==> src/rtl/spi_ctrl_pkg.sv <==
// Shared types for the SPI command scheduler: FSM states, FIFO entry and latched command.
package spi_ctrl_pkg;

    // Owner field sized for the largest supported requester count (8)
    localparam int unsigned OWNER_W = 3;

    typedef enum logic [1:0] {
        IDLE,
        LAUNCH,
        WAIT,
        DONE
    } state_e;

    typedef struct packed {
        logic [7:0]         data;
        logic [OWNER_W-1:0] owner;
        logic               last;
    } rd_entry_t;

    typedef struct packed {
        logic       is_write;
        logic [7:0] addr;
        logic [7:0] wdata;
        logic [7:0] nregs;
    } spi_cmd_t;

endpackage

==> src/rtl/spi_byte_fifo.sv <==
// Synchronous FIFO of read-byte entries with zero-latency head and an occupancy count.
module spi_byte_fifo
    import spi_ctrl_pkg::*;
#(
    parameter int unsigned DEPTH = 64
) (
    input  logic                   clk,
    input  logic                   rstn,
    input  logic                   push_i,
    input  rd_entry_t              din_i,
    input  logic                   pop_i,
    output rd_entry_t              dout_o,
    output logic                   empty_o,
    output logic [$clog2(DEPTH):0] level_o
);
    localparam int unsigned AW = $clog2(DEPTH);

    rd_entry_t      mem_q [DEPTH];
    logic [AW-1:0]  wptr_q;
    logic [AW-1:0]  rptr_q;
    logic [AW:0]    level_q;
    logic           full_c;
    logic           do_push;
    logic           do_pop;

    assign full_c  = (level_q == (AW+1)'(DEPTH));
    assign empty_o = (level_q == '0);
    assign do_push = push_i && !full_c;
    assign do_pop  = pop_i && !empty_o;
    assign dout_o  = mem_q[rptr_q];
    assign level_o = level_q;

    always_ff @(posedge clk or negedge rstn) begin
        if (!rstn) begin
            wptr_q  <= '0;
            rptr_q  <= '0;
            level_q <= '0;
        end else begin
            if (do_push) wptr_q <= wptr_q + AW'(1);
            if (do_pop)  rptr_q <= rptr_q + AW'(1);
            case ({do_push, do_pop})
                2'b10:   level_q <= level_q + (AW+1)'(1);
                2'b01:   level_q <= level_q - (AW+1)'(1);
                default: level_q <= level_q;
            endcase
        end
    end

    // Storage needs no reset: the head is only consumed while non-empty
    always_ff @(posedge clk) begin
        if (do_push) mem_q[wptr_q] <= din_i;
    end

endmodule

==> src/rtl/spi_cmd_scheduler.sv <==
// Round-robin sharing of one SPI driver between NREQ requesters, with a
// reserved-space read-byte FIFO tagged by owner and last flag.
module spi_cmd_scheduler
    import spi_ctrl_pkg::*;
#(
    parameter int unsigned NREQ           = 2,
    parameter int unsigned FIFO_DEPTH     = 64,
    parameter int unsigned NEWCMD_CYCLES  = 4,
    parameter int unsigned TIMEOUT_CYCLES = 65535,
    parameter int unsigned IDW            = $clog2(NREQ)
) (
    input  logic                          clk,
    input  logic                          rstn,
    input  logic [NREQ-1:0]               req_valid,
    output logic [NREQ-1:0]               req_ready,
    input  logic [NREQ-1:0]               req_is_write,
    input  logic [NREQ*8-1:0]             req_addr,
    input  logic [NREQ*8-1:0]             req_wdata,
    input  logic [NREQ*8-1:0]             req_nregs,
    output logic [NREQ-1:0]               req_done,
    output logic                          req_err,
    output logic                          drv_new_command,
    output logic                          drv_is_write,
    output logic [7:0]                    drv_addr,
    output logic [7:0]                    drv_wdata,
    output logic [7:0]                    drv_nregs,
    input  logic [7:0]                    drv_rdata,
    input  logic                          drv_rvalid,
    input  logic                          drv_done,
    output logic                          rd_valid,
    input  logic                          rd_ready,
    output logic [7:0]                    rd_data,
    output logic [IDW-1:0]                rd_owner,
    output logic                          rd_last,
    output logic                          busy,
    output logic [$clog2(FIFO_DEPTH):0]   fifo_level
);
    localparam int unsigned LW  = $clog2(FIFO_DEPTH) + 1;
    localparam int unsigned TW  = $clog2(TIMEOUT_CYCLES + 1);
    localparam int unsigned NCW = $clog2(NEWCMD_CYCLES + 1);

    state_e          state_q, state_d;
    logic [IDW-1:0]  rr_q, rr_d;
    logic [IDW-1:0]  owner_q, owner_d;
    spi_cmd_t        cmd_q, cmd_d;
    logic [TW-1:0]   tmr_q, tmr_d;
    logic [NCW-1:0]  lcnt_q, lcnt_d;
    logic [7:0]      bcnt_q, bcnt_d;
    logic            err_q, err_d;
    logic [LW-1:0]   resv_q, resv_d;
    logic            hold_q, hold_d;
    logic [NREQ-1:0] req_ready_q, req_ready_d;
    logic [NREQ-1:0] req_done_q, req_done_d;
    logic            req_err_q, req_err_d;
    logic            ncmd_q, busy_q;

    logic            found_c;
    logic [IDW-1:0]  win_c, cand_c;
    spi_cmd_t        win_cmd_c, cand_cmd_c;
    logic [LW-1:0]   free_c;
    logic [7:0]      bcnt_nx;
    logic            err_nx;
    logic            push_c;
    rd_entry_t       push_entry_c;
    rd_entry_t       head_w, head_c;
    logic            empty_w;
    logic [LW-1:0]   level_w;

    spi_byte_fifo #(.DEPTH(FIFO_DEPTH)) u_fifo (
        .clk     (clk),
        .rstn    (rstn),
        .push_i  (push_c),
        .din_i   (push_entry_c),
        .pop_i   (rd_ready),
        .dout_o  (head_w),
        .empty_o (empty_w),
        .level_o (level_w)
    );

    // Round-robin search from last_grant+1; reads need free space for every byte
    always_comb begin
        found_c    = 1'b0;
        win_c      = '0;
        win_cmd_c  = '0;
        cand_c     = '0;
        cand_cmd_c = '0;
        free_c     = LW'(FIFO_DEPTH) - level_w - resv_q;
        for (int unsigned k = 1; k <= NREQ; k++) begin
            cand_c     = IDW'((32'(rr_q) + k) % NREQ);
            cand_cmd_c = '{is_write: req_is_write[cand_c],
                           addr:     req_addr[32'(cand_c)*8 +: 8],
                           wdata:    req_wdata[32'(cand_c)*8 +: 8],
                           nregs:    req_nregs[32'(cand_c)*8 +: 8]};
            if (!found_c && req_valid[cand_c] &&
                (cand_cmd_c.is_write || 32'(free_c) >= 32'(cand_cmd_c.nregs))) begin
                found_c   = 1'b1;
                win_c     = cand_c;
                win_cmd_c = cand_cmd_c;
            end
        end
    end

    always_comb begin
        state_d      = state_q;
        rr_d         = rr_q;
        owner_d      = owner_q;
        cmd_d        = cmd_q;
        tmr_d        = tmr_q;
        lcnt_d       = lcnt_q;
        bcnt_d       = bcnt_q;
        err_d        = err_q;
        resv_d       = resv_q;
        hold_d       = 1'b0;
        req_ready_d  = '0;
        req_done_d   = '0;
        req_err_d    = 1'b0;
        push_c       = 1'b0;
        push_entry_c = '0;
        bcnt_nx      = bcnt_q;
        err_nx       = err_q;
        unique case (state_q)
            IDLE: begin
                if (hold_q) begin
                    // Zero-length read completes one cycle after its accept
                    req_done_d[owner_q] = 1'b1;
                end else if (found_c) begin
                    req_ready_d[win_c] = 1'b1;
                    rr_d    = win_c;
                    owner_d = win_c;
                    cmd_d   = win_cmd_c;
                    tmr_d   = '0;
                    lcnt_d  = '0;
                    bcnt_d  = '0;
                    err_d   = 1'b0;
                    if (!win_cmd_c.is_write && win_cmd_c.nregs == 8'd0) begin
                        hold_d = 1'b1;
                    end else begin
                        state_d = LAUNCH;
                        if (!win_cmd_c.is_write) resv_d = resv_q + LW'(win_cmd_c.nregs);
                    end
                end
            end
            LAUNCH: begin
                tmr_d = tmr_q + TW'(1);
                if (lcnt_q == NCW'(NEWCMD_CYCLES - 1)) state_d = WAIT;
                else                                   lcnt_d  = lcnt_q + NCW'(1);
            end
            WAIT: begin
                if (drv_rvalid && !cmd_q.is_write) begin
                    if (bcnt_q < cmd_q.nregs) begin
                        push_c       = 1'b1;
                        push_entry_c = '{data:  drv_rdata,
                                         owner: OWNER_W'(owner_q),
                                         last:  (bcnt_q == cmd_q.nregs - 8'd1)};
                        bcnt_nx      = bcnt_q + 8'd1;
                        resv_d       = resv_q - LW'(1);
                    end else begin
                        err_nx = 1'b1;
                    end
                end
                if (drv_done) begin
                    if (!cmd_q.is_write && bcnt_nx != cmd_q.nregs) err_nx = 1'b1;
                    state_d             = DONE;
                    req_done_d[owner_q] = 1'b1;
                    req_err_d           = err_nx;
                end else if (tmr_q >= TW'(TIMEOUT_CYCLES)) begin
                    err_nx              = 1'b1;
                    state_d             = DONE;
                    req_done_d[owner_q] = 1'b1;
                    req_err_d           = 1'b1;
                end else begin
                    tmr_d = tmr_q + TW'(1);
                end
                bcnt_d = bcnt_nx;
                err_d  = err_nx;
            end
            DONE: begin
                // Close rd_last framing of a short read with one pad byte
                if (!cmd_q.is_write && bcnt_q < cmd_q.nregs) begin
                    push_c       = 1'b1;
                    push_entry_c = '{data: 8'h00, owner: OWNER_W'(owner_q), last: 1'b1};
                end
                err_d   = 1'b0;
                resv_d  = '0;
                state_d = IDLE;
            end
            default: state_d = IDLE;
        endcase
    end

    always_ff @(posedge clk or negedge rstn) begin
        if (!rstn) begin
            state_q     <= IDLE;
            rr_q        <= '0;
            owner_q     <= '0;
            cmd_q       <= '0;
            tmr_q       <= '0;
            lcnt_q      <= '0;
            bcnt_q      <= '0;
            err_q       <= 1'b0;
            resv_q      <= '0;
            hold_q      <= 1'b0;
            req_ready_q <= '0;
            req_done_q  <= '0;
            req_err_q   <= 1'b0;
            ncmd_q      <= 1'b0;
            busy_q      <= 1'b0;
        end else begin
            state_q     <= state_d;
            rr_q        <= rr_d;
            owner_q     <= owner_d;
            cmd_q       <= cmd_d;
            tmr_q       <= tmr_d;
            lcnt_q      <= lcnt_d;
            bcnt_q      <= bcnt_d;
            err_q       <= err_d;
            resv_q      <= resv_d;
            hold_q      <= hold_d;
            req_ready_q <= req_ready_d;
            req_done_q  <= req_done_d;
            req_err_q   <= req_err_d;
            ncmd_q      <= (state_d == LAUNCH);
            busy_q      <= (state_d != IDLE);
        end
    end

    assign head_c          = empty_w ? '0 : head_w;
    assign req_ready       = req_ready_q;
    assign req_done        = req_done_q;
    assign req_err         = req_err_q;
    assign drv_new_command = ncmd_q;
    assign drv_is_write    = cmd_q.is_write;
    assign drv_addr        = cmd_q.addr;
    assign drv_wdata       = cmd_q.wdata;
    assign drv_nregs       = cmd_q.nregs;
    assign rd_valid        = !empty_w;
    assign rd_data         = head_c.data;
    assign rd_owner        = IDW'(head_c.owner);
    assign rd_last         = head_c.last;
    assign busy            = busy_q;
    assign fifo_level      = level_w;

endmodule

==> config.mk <==
export PLATFORM = sky130hd
export DESIGN_NAME = spi_cmd_scheduler
export DESIGN_NICKNAME = d
export VERILOG_FILES = /design/src/rtl/spi_ctrl_pkg.sv /design/src/rtl/spi_byte_fifo.sv /design/src/rtl/spi_cmd_scheduler.sv
export SDC_FILE = /design/constraint.sdc
export NUM_CORES = 1
export LEC_CHECK = 0
export BUFFER_PORTS_ARGS = -buffer_cell sky130_fd_sc_hd__buf_2
export CAP_MARGIN = 15
export CORE_UTILIZATION = 55
export DETAILED_ROUTE_END_ITERATION = 12
export GPL_TIMING_DRIVEN = 0
export PLACE_DENSITY_LB_ADDON = 0.08
export SLEW_MARGIN = 5
export SYNTH_ARGS = -nofsm -noshare
export SYNTH_HDL_FRONTEND = slang
export SYNTH_SLANG_ARGS = --single-unit
==> constraint.sdc <==
create_clock -name clk -period 10.5 [get_ports clk]
set_clock_uncertainty 0.2 [all_clocks]
set_input_delay 0 -clock clk [delete_from_list [all_inputs] [get_ports clk]]
set_output_delay 0 -clock clk [all_outputs]
set_load 0.01 [all_outputs]
==> summary.txt <==
Cells and area
  • Layout net count: 2,198
  • Final Cell Area: 36,770 um2
  • Final std cells w/o fill: 2,888
  • Layout cells sized above 1: 0.2392
  • Ant diodes: 0
  • Fin util: 0.6508
  • Synthesis-to-finish area growth: 16.71%

Yosys
  • XOR/XNOR Fraction of Synth Area: 0.01334
  • Mux cell area share after synthesis: 0.1587
  • Adder-Cell Fraction of Synth Area: 0.02494
  • Synth area leaders: edfxtp_1, mux4_2, dfrtp_1, ha_1, nor2_1
  • Syn avg cell area: 17.79 um2
  • Syn_nets: 1,897
  • EDFF count, synth: 640
  • Synth async-reset ratio: 0.1233
  • Post-synth top area share: 0.6101
  • Synth Flop Type: edfxtp_1
  • Post-Synthesis Cells: 1,771
  • Post-synth top area cell: edfxtp_1
  • Ys Warns: 0
  • Seq/Total Area, Yosys: 0.6815
  • Library cells used by synthesis: 69
  • Post-Synth Simple-Gate Area: 0.04683
  • Mapped cell area: 31,500 um2
  • Synth Register Bits: 730
  • Largest family of logic cells by synthesized area: multiplexers
  • Synth Area in Compound Gates: 0.05568

Global routing
  • Grt ovf: 0
  • First-pass GRT wire length: 113.9 mm
  • GR Util All Layers: 0.2717
  • Initial antenna violation count: 0
  • Vias in the first global route: 17,920
  • Largest net degree at the start of global routing: 51

Setup path
  • Crit. End Element: register
  • Most frequent CP cell: ha_1
  • Critical path arrival: 7150 ps
  • Crit-path cells: buf_6 > buf_2 > buf_1 > mux2i_1 > inv_1 > ha_1 > nand2b_1 > a2111oi_0 > o21a_1 > a21o_1 > buf_2 > a31oi_1 > ha_1 > clkbuf_1 > xor2_1 > nand2b_1 > ha_1 > a21o_1 > a21oi_1 > o21bai_1 > a21oi_1 > or4_1 > a2111oi_0 > a311o_1
  • CP max stage cell: a2111oi_0
  • Crit-path max FO: 10
  • CP max stage delay: 620 ps
  • Worst Setup Start Kind: register
  • Setup CP Type: reg -> reg
  • Critical Path RT: 10,850 ps

Clock tree
  • Maximum clock path buffer count: 3
  • H-Tree Level Count: 3
  • CTS root buffer: clkbuf_16
  • Clock transition at path regs: 60 ps
  • Post-CTS setup buffers: 0
  • Clock buffer count from CTS: 77
  • Skew-Pair Late Insertion Delay: 620 ps
  • CTS tree: yes
  • CTS Sinks: 730

Placement
  • Post-Place Cells: 2,654
  • GPL Wtd Cong: 0.9114
  • Placed Area: 33,310 um2
  • Pre-CTS WS: 3809 ps
  • PortBufs: 114
  • HPWL after detailed placement: 51.40 mm

Detailed routing
  • Routed WL: 76.50 mm
  • Wire per inst: 26.49 um
  • Drt initial violations: 1,796
  • Vias: 18,000
  • Drt drc: 0
  • Vias per std cell: 6.233
  • Antenna-violating nets left: 0
  • Drt first pass iters: 7

Die
  • I/O Pins: 115
  • Die area: 58,240 um2
  • Core area: 56,500 um2
  • Die W: 241.3 um
  • Initial Util: 0.5576
  • Die H: 241.3 um
  • Row cnt: 87

Flow run
  • MaxCap Viol Count: 0

Timing
  • Crit path time final: 6802 ps
  • Worst Max-Slew Pin Slew: 1158 ps
  • Max-Slew Margin vs Limit: 0.2253
  • PnR worst setup slack: 3698 ps
  • RSZ-0062 raised after global routing: no
  • Setup violations, final: 0
  • Tcrit/Tclk final: 0.6478
  • Hold Violations, Final: 0
  • Fmax: 0.1470 GHz
  • TNS Setup: 0 ps
  • Slew Viols, Final: 0

Power
  • LEAKAGE: 13.18 nW
  • Cell Pwr Density: 310.4 nW/um2
  • Peak VDD IR: 0.0002404 V

Status
  • Outcome: complete, no violations

Hold path
  • Hold crit path type: in -> reg
==> worst max-delay path: cells and delay by family, from the launching register on <==
| family | cells | cell delay, ps |
|---|---|---|
| AO/OA/AOI/OAI | 10 | 2570 |
| buffers and inverters | 6 | 1450 |
| adder cells (fa/ha/maj) | 3 | 870 |
| AND/OR/NAND/NOR | 3 | 660 |
| flip-flops | 1 | 390 |
| multiplexers | 1 | 380 |
| XOR/XNOR | 1 | 210 |
==> synthesized netlist by cell type, drive strengths merged (7+ instances only) <==
cell type / number
ha: 58
clkbuf: 57
or3: 7
nand3b: 7
nand2b: 13
and3: 13
o31ai: 21
o21ai: 26
a22oi: 19
nor2b: 20
mux2i: 20
inv: 53
nand4: 11
xnor2: 29
nand3: 23
buf: 39
nand2: 56
edfxtp: 640
mux4: 210
or4: 11
a21oi: 48
a21o: 28
a221oi: 18
nor2: 108
and2: 7
dfrtp: 90
a211oi: 28
a31oi: 7
nor3: 13
xor2: 19
==> metal layers <==
layer  vias to the layer above  global-route usage  share of wire
li1                       7796                   -              -
met1                      9371              0.3904           0.43
met2                       702              0.4341           0.48
met3                       133             0.04136          0.064
met4                         0             0.08343          0.028
met5                         -                   0              0
==> cells in the final DEF (no fill, tap or decap), drive strengths merged, types with 9 or more instances in the layout <==
cell | synthesis | final
nor2b | 20 | 20
nand2 | 56 | 56
a22oi | 19 | 19
mux2i | 20 | 20
ha | 58 | 58
clkbuf | 57 | 149
xor2 | 19 | 19
nor3 | 13 | 13
or4 | 11 | 11
xnor2 | 29 | 29
nand3 | 23 | 23
a21o | 28 | 28
clkinv | 0 | 24
a221oi | 18 | 18
dfrtp | 90 | 90
o21ai | 26 | 26
and3 | 13 | 13
inv | 53 | 60
o31ai | 21 | 21
buf | 39 | 171
nor2 | 108 | 108
nand4 | 11 | 11
a211oi | 28 | 28
dlygate4sd3 | 0 | 90
nand2b | 13 | 13
bufinv | 0 | 9
mux4 | 210 | 210
a21oi | 48 | 48
edfxtp | 640 | 640
==> per-stage QoR <==
stage / power (W) / hold slack, ps
finish: 0.01141 / 28.28
global route: 0.01200 / 47.52
CTS: 0.01137 / 9.098
detailed placement: 0.008416 / -90.00
global placement: 0.008308 / 211.2
floorplan: 0.006974 / -495.6
==> state kept, by name, indices dropped and copies added (netlist names), 3 cells and up <==
| register | cells |
|---|---|
| bcnt_q | 8 |
| lcnt_q | 3 |
| drv_nregs | 8 |
| u_fifo.level_o | 7 |
| u_fifo.rptr_q | 6 |
| drv_addr | 8 |
| u_fifo.mem_q | 640 |
| resv_q | 7 |
| u_fifo.wptr_q | 6 |
| tmr_q | 16 |
| drv_wdata | 8 |
==> final cells by class <==
class                           count  area [um2]
Fill cell                        3893       19730
Clock inverter                     47       490.5
Timing Repair Buffer              222        1790
Inverter                           53       198.9
Tap cell                          756       945.9
Buffer                             96       396.6
Sequential cell                   730       21470
Clock buffer                       92        2003
Multi-Input combinational cell    892        9472
==> report_power, final <==
part	leakage, nW	internal, W	switching, W
Sequential	7.39	0.00330	0.000111
Combinational	4.59	0.00234	0.00296
Clock	1.20	0.00159	0.00112
==> final timing paths <==
| path | startpoint | to | slack (ps) | cells after the start |
|---|---|---|---|---|
| max in group asynchronous | rstn | u_fifo.wptr_q[0] | 9510 | 4 |
| min in group asynchronous | rstn | req_ready[0] | 290 | 4 |
| worst max register to register | owner_q | resv_q[6] | 3700 | 24 |
| worst min register to register | drv_addr[6] | drv_addr[6] | 280 | 1 |
| worst min-delay path | drv_rdata[0] | u_fifo.mem_q[2][4] | 30 | 2 |
| worst max-delay path | owner_q | resv_q[6] | 3700 | 24 |
==> logic make-up after synthesis <==
group / after synthesis
AOI/OAI and AO/OA: 245
xor gates and xnor gates: 48
adders and majority gates: 61
buffers and inverters: 149
DFF: 730
muxes: 236
and+or+nand+nor: 302
==> what timing repair did <==
action	CTS	global route
hold buffers	91	0
resized for setup	0	0
endpoints found under the setup margin	0	0
endpoints found under the hold margin	306	0
(Power assumes the default switching activity.)
